File: config.mk
export PLATFORM = sky130hd
export DESIGN_NAME = piso_serial_scheduler_flat
export DESIGN_NICKNAME = d
export VERILOG_FILES = /design/src/rtl/piso_serial_scheduler_if.sv /design/src/rtl/piso_serial_scheduler.sv /design/src/flat_wrapper.sv
export SDC_FILE = /design/constraint.sdc
export NUM_CORES = 1
export LEC_CHECK = 0
export ABC_AREA = 1
export BUFFER_PORTS_ARGS = -buffer_cell sky130_fd_sc_hd__buf_2
export CAP_MARGIN = 20
export CORE_UTILIZATION = 45
export DETAILED_ROUTE_END_ITERATION = 8
export PLACE_DENSITY = 0.69
export SLEW_MARGIN = 40
export SYNTH_ARGS = -nofsm -noshare
export SYNTH_HDL_FRONTEND = slang
export SYNTH_SLANG_ARGS = --single-unit
File: constraint.sdc
create_clock -name clock -period 5.5 [get_ports clock]
set_clock_uncertainty 0.2 [all_clocks]
set_input_delay 0.55 -clock clock [delete_from_list [all_inputs] [get_ports clock]]
set_output_delay 0.55 -clock clock [all_outputs]
set_load 0.005 [all_outputs]
File: src/rtl/piso_serial_scheduler_if.sv
// ============================================================================
// Module   : piso_serial_scheduler_if
// Brief    : Requester/serial-link bundle shared by the PISO scheduler.
// Revision : 1.0 - initial release
// ============================================================================
`default_nettype none

interface piso_serial_scheduler_if #(
  parameter int NUM_REQ = 4,
  parameter int WIDTH   = 4
);
  localparam int c_idx_w = $clog2(NUM_REQ);

  logic [NUM_REQ-1:0]       req;
  logic [NUM_REQ*WIDTH-1:0] data_in;
  logic [NUM_REQ-1:0]       grant;
  logic                     serial_out;
  logic                     frame_valid;
  logic                     frame_start;
  logic                     frame_last;
  logic [c_idx_w-1:0]       owner;
  logic                     busy;

  modport master (
    output req, data_in,
    input  grant, serial_out, frame_valid, frame_start, frame_last, owner, busy
  );

  modport slave (
    input  req, data_in,
    output grant, serial_out, frame_valid, frame_start, frame_last, owner, busy
  );
endinterface

`default_nettype wire

File: src/rtl/piso_serial_scheduler.sv
// ============================================================================
// Module   : piso_serial_scheduler
// Brief    : Round-robin shared parallel-in/serial-out shifter with framing.
// Revision : 1.0 - initial release
// ============================================================================
`default_nettype none

module piso_serial_scheduler #(
  parameter int NUM_REQ    = 4,
  parameter int WIDTH      = 4,
  parameter int GAP_CYCLES = 1
) (
  input  logic                  clock,
  input  logic                  reset_n,
  piso_serial_scheduler_if.slave bus
);
  localparam int                 c_idx_w    = $clog2(NUM_REQ);
  localparam int                 c_cnt_w    = (WIDTH > 1) ? $clog2(WIDTH) : 1;
  localparam logic [c_cnt_w-1:0] c_bit_top  = c_cnt_w'(WIDTH - 1);
  localparam logic [3:0]         c_gap_load = (GAP_CYCLES > 0) ? 4'(GAP_CYCLES - 1) : 4'd0;
  localparam logic [c_idx_w-1:0] c_rr_init  = c_idx_w'(NUM_REQ - 1);

  typedef enum logic [1:0] {
    ST_IDLE  = 2'd0,
    ST_SHIFT = 2'd1,
    ST_GAP   = 2'd2
  } state_t;

  state_t               r_state, w_state_next;
  logic [WIDTH-1:0]     r_shift, w_shift_next;
  logic [c_cnt_w-1:0]   r_bit_cnt, w_bit_cnt_next;
  logic [3:0]           r_gap_cnt, w_gap_cnt_next;
  logic [NUM_REQ-1:0]   r_grant, w_grant_next;
  logic [c_idx_w-1:0]   r_owner, w_owner_next;
  logic [c_idx_w-1:0]   r_rr_ptr, w_rr_ptr_next;
  logic                 w_found;
  logic [c_idx_w-1:0]   w_winner;
  int                   w_idx;

  // Search starts one past the last winner so the last winner has lowest priority.
  always_comb begin
    w_found  = 1'b0;
    w_winner = r_rr_ptr;
    w_idx    = 0;
    for (int k = 1; k <= NUM_REQ; k++) begin
      w_idx = int'(r_rr_ptr) + k;
      if (w_idx >= NUM_REQ) w_idx = w_idx - NUM_REQ;
      if (!w_found && bus.req[w_idx]) begin
        w_found  = 1'b1;
        w_winner = c_idx_w'(w_idx);
      end
    end
  end

  always_ff @(posedge clock or negedge reset_n) begin
    if (!reset_n) begin
      r_state   <= ST_IDLE;
      r_shift   <= '0;
      r_bit_cnt <= '0;
      r_gap_cnt <= '0;
      r_grant   <= '0;
      r_owner   <= '0;
      r_rr_ptr  <= c_rr_init;
    end else begin
      r_state   <= w_state_next;
      r_shift   <= w_shift_next;
      r_bit_cnt <= w_bit_cnt_next;
      r_gap_cnt <= w_gap_cnt_next;
      r_grant   <= w_grant_next;
      r_owner   <= w_owner_next;
      r_rr_ptr  <= w_rr_ptr_next;
    end
  end

  always_comb begin
    w_state_next   = r_state;
    w_shift_next   = r_shift;
    w_bit_cnt_next = r_bit_cnt;
    w_gap_cnt_next = r_gap_cnt;
    w_grant_next   = '0;
    w_owner_next   = r_owner;
    w_rr_ptr_next  = r_rr_ptr;
    case (r_state)
      ST_IDLE: begin
        if (w_found) begin
          w_shift_next           = bus.data_in[int'(w_winner)*WIDTH +: WIDTH];
          w_bit_cnt_next         = c_bit_top;
          w_owner_next           = w_winner;
          w_rr_ptr_next          = w_winner;
          w_grant_next[w_winner] = 1'b1;
          w_state_next           = ST_SHIFT;
        end
      end
      ST_SHIFT: begin
        w_shift_next   = {r_shift[WIDTH-2:0], 1'b0};
        w_bit_cnt_next = r_bit_cnt - c_cnt_w'(1);
        if (r_bit_cnt == '0) begin
          w_bit_cnt_next = '0;
          if (GAP_CYCLES > 0) begin
            w_state_next   = ST_GAP;
            w_gap_cnt_next = c_gap_load;
          end else begin
            w_state_next = ST_IDLE;
          end
        end
      end
      ST_GAP: begin
        if (r_gap_cnt == '0) w_state_next = ST_IDLE;
        else                 w_gap_cnt_next = r_gap_cnt - 4'd1;
      end
      default: w_state_next = ST_IDLE;
    endcase
  end

  // Frame outputs decode straight from registered state so reset clears them at once.
  assign bus.frame_valid = (r_state == ST_SHIFT);
  assign bus.serial_out  = bus.frame_valid & r_shift[WIDTH-1];
  assign bus.frame_start = bus.frame_valid && (r_bit_cnt == c_bit_top);
  assign bus.frame_last  = bus.frame_valid && (r_bit_cnt == '0);
  assign bus.busy        = (r_state == ST_SHIFT) || (r_state == ST_GAP);
  assign bus.grant       = r_grant;
  assign bus.owner       = r_owner;

endmodule

`default_nettype wire

File: src/flat_wrapper.sv
// flat-port wrapper written by rule: the top's interface ports become plain ports
module piso_serial_scheduler_flat 
#(
  parameter int NUM_REQ    = 4,
  parameter int WIDTH      = 4,
  parameter int GAP_CYCLES = 1
)
  (clock, reset_n, bus_req, bus_data_in, bus_grant, bus_serial_out, bus_frame_valid, bus_frame_start, bus_frame_last, bus_owner, bus_busy);
  piso_serial_scheduler_if #(.NUM_REQ(NUM_REQ), .WIDTH(WIDTH)) bus_i ();
  input  logic clock;
  input  logic reset_n;
  input wire logic [$bits(bus_i.req)-1:0] bus_req;
  input wire logic [$bits(bus_i.data_in)-1:0] bus_data_in;
  output wire logic [$bits(bus_i.grant)-1:0] bus_grant;
  output wire logic [$bits(bus_i.serial_out)-1:0] bus_serial_out;
  output wire logic [$bits(bus_i.frame_valid)-1:0] bus_frame_valid;
  output wire logic [$bits(bus_i.frame_start)-1:0] bus_frame_start;
  output wire logic [$bits(bus_i.frame_last)-1:0] bus_frame_last;
  output wire logic [$bits(bus_i.owner)-1:0] bus_owner;
  output wire logic [$bits(bus_i.busy)-1:0] bus_busy;
  assign bus_i.req = bus_req;
  assign bus_i.data_in = bus_data_in;
  assign bus_grant = bus_i.grant;
  assign bus_serial_out = bus_i.serial_out;
  assign bus_frame_valid = bus_i.frame_valid;
  assign bus_frame_start = bus_i.frame_start;
  assign bus_frame_last = bus_i.frame_last;
  assign bus_owner = bus_i.owner;
  assign bus_busy = bus_i.busy;
  piso_serial_scheduler #(.NUM_REQ(NUM_REQ), .WIDTH(WIDTH), .GAP_CYCLES(GAP_CYCLES)) u_core (.clock(clock), .reset_n(reset_n), .bus(bus_i));
endmodule
======== Yosys cells after proc, flatten, opt, wreduce, memory -nomap -nowiden ========
Index checks and enable logic that the tools add are counted.
word-level totals
  register bits ........................... 20
  output and inout port bits .............. 11
  word-level logic and storage cells ...... 95
operators by class
  $add $sub $neg .......................... 10
  $lt $le $gt $ge ......................... 10
  equality and inequality tests ........... 7
  shifts and indexed selects .............. 1
  mux-type cells .......................... 40
  bitwise gates (word level) .............. 1
  reductions and logical operators ........ 19
operators by type and width
  cell                   number
  $ge 32x4->1 const B    4
  $lt 32x4->1 const B    4
  $mux 32                4
  $sub 32x4->32 const B  4
  $mux 4                 5
  $mux 2                 9
  $pmux 4 s2             2
  $shiftx 16x5->4        1
  $mux 1                 13
  $bmux 1 s2             4
  $add 2x2->3 const B    2
  $logic_and 1x1->1      6
  $pmux 2 s3             1
  $reduce_and 3->1       2
  $add 2x3->4 const B    1
  $eq 2x2->1 const B     2
  $logic_not 2->1        2
  $logic_not 4->1        1
  $ne 2x1->1 const B     2
  $ne 2x2->1 const B     2
  $pmux 2 s2             1
  $reduce_and 2->1       2
  $reduce_bool 2->1      2
  $sub 4x1->4 const B    1
  other kinds (9)        11

======== Depth between registers and ports, before layout ========
Gate-level depths: netlist of run 1.
  depth in word-level cells ............... 22
  mapped depth ............................ 16
  gate-level depth less buffers ........... 15

======== Worst setup path before layout of run 1 ========
OpenSTA, ideal clock, no wires.
  path type ............................... register to register
  start ................................... register u_core.r_rr_ptr[0]
  end ..................................... register u_core.r_shift[3]
  library setup time ...................... 0.116 ns
  arrival time ............................ 1.547 ns
  path slack .............................. 3.637 ns
  cell stages (with the launch flop) ...... 15
  path buffers ............................ 1
  cells stage by stage .................... dfstp_2 -> buf_6 -> inv_6 -> nand2_1 -> nand2_2 -> nand2_2 -> nand2_4 -> o21ai_1 -> nand2_2 -> nand2_1 -> nand2_2 -> nand2_1 -> nand3_1 -> nand2_1 -> nand2_1
on the way
  cells in the longest elaborated chain, start to end .. 19
  elaborated cells on any way between the ends .. 47
  those cells by class .................... 8 x add/sub; 4 x order compare; 1 x eq/ne; 1 x shift; 26 x mux; 7 x reduce/logical
RTL lines
  what                                          RTL line                     RTL
  from (decl)                                   piso_serial_scheduler.sv:35  logic [c_idx_w-1:0] r_rr_ptr, w_rr_ptr_next;
  from (signal assigned)                        piso_serial_scheduler.sv:63  r_rr_ptr <= c_rr_init;
  from (signal assigned)                        piso_serial_scheduler.sv:71  r_rr_ptr <= w_rr_ptr_next;
  $add 2x1->3                                   piso_serial_scheduler.sv:46  w_idx = int'(r_rr_ptr) + k;
  $sub 32x4->32 or $ge 32x4->1 (tied branches)  piso_serial_scheduler.sv:47  if (w_idx >= NUM_REQ) w_idx = w_idx - NUM_REQ;
  $mux 32                                       piso_serial_scheduler.sv:47
  $bmux 1 s2                                    piso_serial_scheduler.sv:48  if (!w_found && bus.req[w_idx]) begin
  $mux 1 (implied by the code) (2 in series)    piso_serial_scheduler.sv:48
  $mux 1                                        piso_serial_scheduler.sv:48
  $logic_not 1->1                               piso_serial_scheduler.sv:48
  $logic_and 1x1->1                             piso_serial_scheduler.sv:48
  (+2 left out)                                 n/a
  $logic_and 1x1->1                             piso_serial_scheduler.sv:48
  $mux 1                                        piso_serial_scheduler.sv:48
  $logic_not 1->1                               piso_serial_scheduler.sv:48
  $logic_and 1x1->1                             piso_serial_scheduler.sv:48
  $mux 2                                        piso_serial_scheduler.sv:48
  $shiftx 16x5->4                               piso_serial_scheduler.sv:86  w_shift_next = bus.data_in[int'(w_winner)*WIDTH +: WIDTH];
  $mux 4                                        piso_serial_scheduler.sv:85  if (w_found) begin
  $pmux 4 s2                                    piso_serial_scheduler.sv:83  case (r_state)
  to (signal assigned)                          piso_serial_scheduler.sv:66  r_shift <= w_shift_next;
  to (decl)                                     piso_serial_scheduler.sv:30  logic [WIDTH-1:0] r_shift, w_shift_next;
Parallel ways exist; a longest one is shown, timed or not. The select of a mux whose other input is x is not followed.
A chain may end at the register's enable or synchronous reset.

======== Worst setup path in the final report of run 1 ========
  start ................................... register u_core.r_state[1]
  end ..................................... output bus_frame_last
on the way
  cells in the longest elaborated chain, start to end .. 2
RTL lines
  what                    RTL line                      RTL
  from (decl)             piso_serial_scheduler.sv:29   state_t r_state, w_state_next;
  from (signal assigned)  piso_serial_scheduler.sv:65   r_state <= w_state_next;
  $eq 2x1->1              piso_serial_scheduler.sv:116  assign bus.frame_valid = (r_state == ST_SHIFT);
  $logic_and 1x1->1       piso_serial_scheduler.sv:119  assign bus.frame_last = bus.frame_valid && (r_bit_cnt == '0);
  to (decl)               flat_wrapper.sv:18            output wire logic [$bits(bus_i.frame_last)-1:0] bus_frame_last;
No other way between the ends.

==> summary.txt, run 1 <==
Critical path
  • CP Class: register to primary output
  • R2R cell count: 12
  • Max FO, Critical Path: 9
  • Crit path max-delay cell type: dfrtp_1
  • Most frequent CP cell: inv_1
  • CP endpoint kind: primary output
  • Worst reg2reg path startpoint: u_core.r_rr_ptr[0]$_DFFE_PN1P_
  • Worst setup SP type: register
  • Crit path capture: bus_frame_last
  • Worst R2R Setup Slack: 3.37 ns
  • Crit path cell chain: inv_1 > ha_1 > inv_1 > nor3_1 > buf_2
  • CP arrival: 1.63 ns
  • RR Endpoint: u_core.r_shift[2]$_DFFE_PN0P_
  • Critical Path Start: u_core.r_state[1]$_DFFE_PN0P_
  • CP max stage delay: 0.42 ns
  • Required time worst endpoint: 4.75 ns

Finish
  • Finished Core Util: 0.566
  • Layout cells sized above 1: 0.274
  • Nets: 253
  • Fill cell count: 263
  • Post-route cell area: 0.00157 mm^2
  • Area Growth Syn to Fin: 17.5%
  • Post-Layout Cell Count: 257
  • Number of diodes: 0

Pwr
  • Static Leakage: 0.890 nW
  • Power, Total: 1.12 mW
  • VDD IR-drop max: 0.404 mV
  • Pwr Density: 713 mW/mm^2

STA
  • RSZ-0062 raised after global routing: false
  • Total Neg Setup Slack: 0 ns
  • Final hold vios: 0
  • Setup violators final: 0
  • Max Transition Viols Final: 0
  • Worst Tran Pin Value: 0.435 ns
  • F_max: 420 MHz
  • Max_slew headroom: 0.710
  • Tcrit/Tclk final: 0.433
  • Final min period: 2.38 ns

Detailed routing
  • Drt drc: 0
  • Via/cell ratio: 5.14
  • Wirelength, routed: 3.01 mm
  • Post-route antenna net violation count: 0
  • DR WL/cell: 11.7 um
  • First-pass DRT Iterations: 6
  • Via count: 1321
  • Drt initial violations: 57

Synthesis
  • Synth Net Count: 216
  • Post-synth top area cell: dfrtp_1
  • Seq cells post-synth: 20
  • Top FF cell, synth: dfrtp_1
  • Sequential fraction of the synthesis area: 0.375
  • Post-synth top cells: nand2_1, nand3_1, inv_1
  • Async SR Flop Fraction: 1.00
  • Synth Area per Inst: 7.05 um^2
  • Synth unique cells: 23
  • Number of synthesized flops with an enable pin: 0
  • Largest cells by area after synthesis: dfrtp_1, nand2_1, nand3_1, nand2_2, inv_1
  • Post-Syn Area: 0.00134 mm^2
  • Cells after synthesis: 190
  • Top-count cell post-synth: nand2_1
  • Yosys warns: 0
  • Post-synth top area share: 0.336

Floorplanning
  • Core Area: 0.00278 mm^2
  • Num rows: 19
  • Starting density of the core: 0.482
  • Die ar.: 0.00320 mm^2
  • Die Span Y: 56.6 um
  • Top Ports: 33
  • Die Wd: 56.6 um

Min path
  • Worst hold start: u_core.r_shift[3]$_DFFE_PN0P_
  • Worst min path class: register to register

Clocking
  • Clk_lat worst skew: 0.30 ns
  • Htree depth: 1
  • CTS tree: built
  • Clk sinks: 20
  • Number of CTS-inserted buffers: 3
  • Clk root buf: clkbuf_4
  • Worst-path clk slew: 0.11 ns
  • CTS max path bufs: 2

Global routing
  • Grt ovf: 0
  • Largest net degree at the start of global routing: 21
  • Tot GR Track Use: 0.211
  • Global-route wire length before repair: 5.40 mm
  • Number of global-route vias before repair: 1341
  • Initial antenna violation count: 0

Placed design
  • Placed cells: 252
  • Post-DP HPWL: 2.36 mm
  • Gp weighted congestion: 0.880
  • Port bufs: 32
  • Placed Area: 0.00153 mm^2

Flow run
  • Number of max-cap violations: 0

Run status
  • Status: finished clean
[registers in the layout (all words and copies together), names as in the netlist]
name              cells
u_core.r_gap_cnt      4
u_core.r_bit_cnt      2
u_core.r_rr_ptr       2
u_core.bus.grant      4
u_core.r_shift        4
u_core.bus.owner      2
u_core.r_state        2
[cell usage in the layout (no fill, tap or decap), drive strengths merged]
cell,instances
nor2,11
o21ai,12
dfstp,2
inv,23
clkbuf,4
dfrtp,18
nand4,2
nand2,80
ha,4
nor3b,1
buf,32
nor3,3
a21boi,1
a31o,1
nand3,28
dlygate4sd3,1
a21oi,2
nand3b,1
[layout make-up]
class / instances / area [um^2] / area share
inverter: 23 / 96.3 / 0.0612
clock buffer: 4 / 36.3 / 0.0231
multi-input combinational: 146 / 729 / 0.463
sequential: 20 / 503 / 0.320
timing repair buffer: 33 / 170 / 0.108
tap: 31 / 38.8 / 0.0246
[logic make-up (layout without fill, tap and decap cells)]
family | after synthesis | count (layout) | synth area share
and+or+nand+nor | 126 | 126 | 0.434
buffers and inverters | 24 | 60 | 0.0803
DFF | 20 | 20 | 0.375
AOI/OAI and AO/OA | 16 | 16 | 0.0728
adders and majority gates | 4 | 4 | 0.0373
[metrics by stage]
stage | setup slack (ns) | hold slack (ns)
2_1_floorplan | 3.64 | 0.0544
3_3_place_gp | 3.49 | 0.272
3_5_place_dp | 3.41 | 0.277
4_1_cts | 3.12 | 0.310
5_1_grt | 3.01 | 0.337
6_report | 3.12 | 0.308
[power by group]
group          switching [mW]  internal, mW
clock                  0.0463        0.0404
sequential             0.0441         0.222
combinational           0.504         0.265
[worst max-delay path, delay by kind of cell, from the launching register on]
family	cells	cell delay, ns
buffers and inverters	3	0.41
AND/OR/NAND/NOR	1	0.17
flip-flops	1	0.42
adder cells (fa/ha/maj)	1	0.33
[routing by layer]
metal  track usage  vias up  wire length, um
met1         0.251      622             1330
met4        0.0418        0               16
met5             0        -                0
met2         0.388       20             1560
li1              -      677                -
met3        0.0438        2              105
[timing repair]
item	in CTS	in global routing
hold buffers	1	0
endpoints found under the setup margin	0	0
endpoints found under the hold margin	18	0
setup buffers	0	0
resized for setup	0	0
[worst min-delay path by stage]
stage	endpoint	slack, ns	depth (start not counted)
floorplan	u_core.bus.grant[0]$_DFF_PN0_	0.05	0
global placement	u_core.r_shift[0]$_DFFE_PN0P_	0.27	2
detailed placement	u_core.r_shift[3]$_DFFE_PN0P_	0.28	2
CTS	u_core.r_shift[3]$_DFFE_PN0P_	0.31	2
global route	u_core.r_shift[0]$_DFFE_PN0P_	0.34	2
finish	u_core.r_shift[3]$_DFFE_PN0P_	0.31	2
(Power assumes the default switching activity.)
==> run 2: changes to the inputs <==
Clock period 5.5 ns to 2.4 ns, I/O delays scaled along.
==> run 2 against run 1 <==
Wire length down 1.6%. Via count down 1.8%. Setup slack worse by 2.8 ns. Clock power up 94%. Non-clock buffer count up 1. Core utilization down 0.090 points. Cell area down 0.16%. Register-to-register slack worse by 3.1 ns. Critical path type is now register to register. Critical endpoint is now u_core.r_shift[3]$_DFFE_PN0P_.
==> summary.txt, run 2 (synthesis gave the netlist of run 1 again) <==
Run status
  • Status: finished clean

Pwr
  • Pwr Density: 1620 mW/mm^2 (+130%)
  • Static Leakage: 0.889 nW (-0.10%)
  • VDD IR-drop max: 0.917 mV (+130%)

Critical path
  • CP Class: register to register
  • CP arrival: 2.10 ns (+0.47 ns)
  • Worst setup SP type: register
  • Crit path cell chain: inv_6 > nand2_1 > nand2_2 > nand2_2 > nand2_4 > o21ai_1 > nand2_2 > nand2_1 > nand2_2 > nand2_1 > nand3_1 > nand2_1 > nand2_1
  • Crit path max-delay cell type: dfstp_2
  • Required time worst endpoint: 2.41 ns (-2.34 ns)
  • Max FO, Critical Path: 9 (unchanged)
  • CP endpoint kind: register
  • Top delay family on crit path: simple AND/OR/NAND/NOR gates
  • Most frequent CP cell: nand2_1
  • CP bufs+invs: 1 (-2)
  • CP max stage delay: 0.67 ns (+0.25 ns)

Global routing
  • Grt ovf: 0 (unchanged)
  • Largest net degree at the start of global routing: 21 (unchanged)
  • Tot GR Track Use: 0.209 (-0.00226)
  • Global-route wire length before repair: 5.19 mm (-4.0%)
  • Number of global-route vias before repair: 1253 (-6.6%)
  • Initial antenna violation count: 0 (unchanged)

STA
  • Max Transition Viols Final: 0 (unchanged)
  • Max_slew headroom: 0.710 (about the same)
  • Final min period: 2.09 ns
  • Total Neg Setup Slack: 0 ns (unchanged)
  • Worst Tran Pin Value: 0.435 ns (+0.000505 ns)
  • F_max: 478 MHz
  • Tcrit/Tclk final: 0.871
  • Setup violators final: 0 (unchanged)
  • RSZ-0062 raised after global routing: false
  • Final hold vios: 0 (unchanged)

Detailed routing
  • Post-route antenna net violation count: 0 (unchanged)
  • Drt drc: 0 (unchanged)
  • Drt initial violations: 37 (-35%)
  • DR WL/cell: 11.5 um (-2.0%)
  • Via/cell ratio: 5.03 (-2.2%)
  • Wirelength, routed: 2.96 mm (-1.6%)
  • Via count: 1297 (-1.8%)
  • First-pass DRT Iterations: 4 (-2)

Floorplanning
  • Num rows: 19 (unchanged)
  • Core Area: 0.00278 mm^2 (unchanged)
  • Die ar.: 0.00320 mm^2 (unchanged)
  • Starting density of the core: 0.482 (unchanged)
  • Die Span Y: 56.6 um (unchanged)
  • Top Ports: 33 (unchanged)
  • Die Wd: 56.6 um (unchanged)

Placed design
  • Port bufs: 32 (unchanged)
  • Placed Area: 0.00154 mm^2 (+0.49%)
  • Gp weighted congestion: 0.811 (-7.9%)
  • Post-DP HPWL: 2.38 mm (+1.3%)

Clocking
  • Clk sinks: 20 (unchanged)
  • Clk_lat worst skew: 0.30 ns (about the same)
  • CTS tree: built
  • Worst-path clk slew: 0.11 ns (about the same)
  • Clk root buf: clkbuf_4
  • # hold bufs at CTS: 1 (unchanged)
  • Post-CTS Setup Repair Bufs: 0 (unchanged)
  • Resized Gates After CTS: 0 (unchanged)
  • Htree depth: 1 (unchanged)
  • Number of CTS-inserted buffers: 3 (unchanged)
  • CTS max path bufs: 2 (unchanged)

Finish
  • Nets: 254 (+0.40%)
  • Layout cells sized above 1: 0.273 (-0.00121)
  • Most common cell after layout, fill and taps aside: nand2_1
  • Flip-flop and latch area: 503 um^2 (unchanged)
  • Fill cell count: 260 (-1.1%)
  • Area taken by multi-input logic gates: 729 um^2 (unchanged)
  • Number of diodes: 0 (unchanged)
  • Most frequent cells in the layout: nand2_1, buf_2, nand3_1
  • Post-route cell area: 0.00157 mm^2 (-0.16%)
  • Area Growth Syn to Fin: 17.3%

Flow run
  • Number of max-cap violations: 0 (unchanged)

Min path
  • Worst min path class: primary input to register
## run 2: cell types whose count changed in the layout (fill, tap and decap cells not counted), sizes merged
cell	before	now
buf	32	33
## run 2: path summary, 6_finish.rpt
| check | startpoint | end | slack (ns) | depth (start not counted) |
|---|---|---|---|---|
| hold reg to reg | u_core.r_shift[3]$_DFFE_PN0P_ | u_core.r_shift[3]$_DFFE_PN0P_ | 0.30 | 2 |
| setup / recovery | u_core.r_rr_ptr[0]$_DFFE_PN1P_ | u_core.r_shift[3]$_DFFE_PN0P_ | 0.31 | 13 |
| min in group asynchronous | reset_n | u_core.r_gap_cnt[1]$_DFFE_PN0P_ | 0.20 | 2 |
| max in group asynchronous | reset_n | u_core.r_rr_ptr[1]$_DFFE_PN1P_ | 1.47 | 2 |
| hold / removal | bus_data_in[5] | u_core.r_shift[1]$_DFFE_PN0P_ | 0.07 | 5 |
| setup reg to reg | u_core.r_rr_ptr[0]$_DFFE_PN1P_ | u_core.r_shift[3]$_DFFE_PN0P_ | 0.31 | 13 |
## run 2: stage by stage
stage | power, mW | hold WS [ns] | util | cells | setup WS (ns)
after global placement | 2.34 | 0.00563 | 0.552 | 253 | 0.376
after detailed placement | 2.39 | 0.00595 | 0.552 | 253 | 0.303
final | 2.54 | 0.0722 | 0.565 | 258 | 0.309
after global routing | 2.85 | 0.0903 | 0.565 | 258 | 0.140
after floorplan | 1.99 | -0.256 | - | 190 | 0.537
after CTS | 2.56 | 0.0640 | 0.565 | 258 | 0.303
## run 2: final cells by class
type                            count  share of cell area
Timing Repair Buffer               34               0.113
Sequential cell                    20               0.320
Clock buffer                        4              0.0167
Multi-Input combinational cell    146               0.464
Inverter                           23              0.0613
Tap cell                           31              0.0247
## run 2: report_power, final
| part | internal, mW | switching [mW] |
|---|---|---|
| clock network | 0.0649 | 0.103 |
| logic | 0.616 | 1.15 |
| registers | 0.510 | 0.100 |
## run 2: metal layers
layer  part of all wire  track usage  up-vias
li1                   -            -      685
met1               0.46        0.268      583
met2               0.49        0.338       25
met3              0.041       0.0576        4
met4             0.0084       0.0697        0
met5                  0            0        -
## run 2: worst reg2reg max path: stages, from the launching register on
cell and delay, ns:
dfstp_2 0.67, inv_6 0.08, nand2_1 0.08, nand2_2 0.08, nand2_2 0.09, nand2_4 0.06, o21ai_1 0.15, nand2_2 0.10
nand2_1 0.08, nand2_2 0.11, nand2_1 0.10, nand3_1 0.09, nand2_1 0.07, nand2_1 0.04
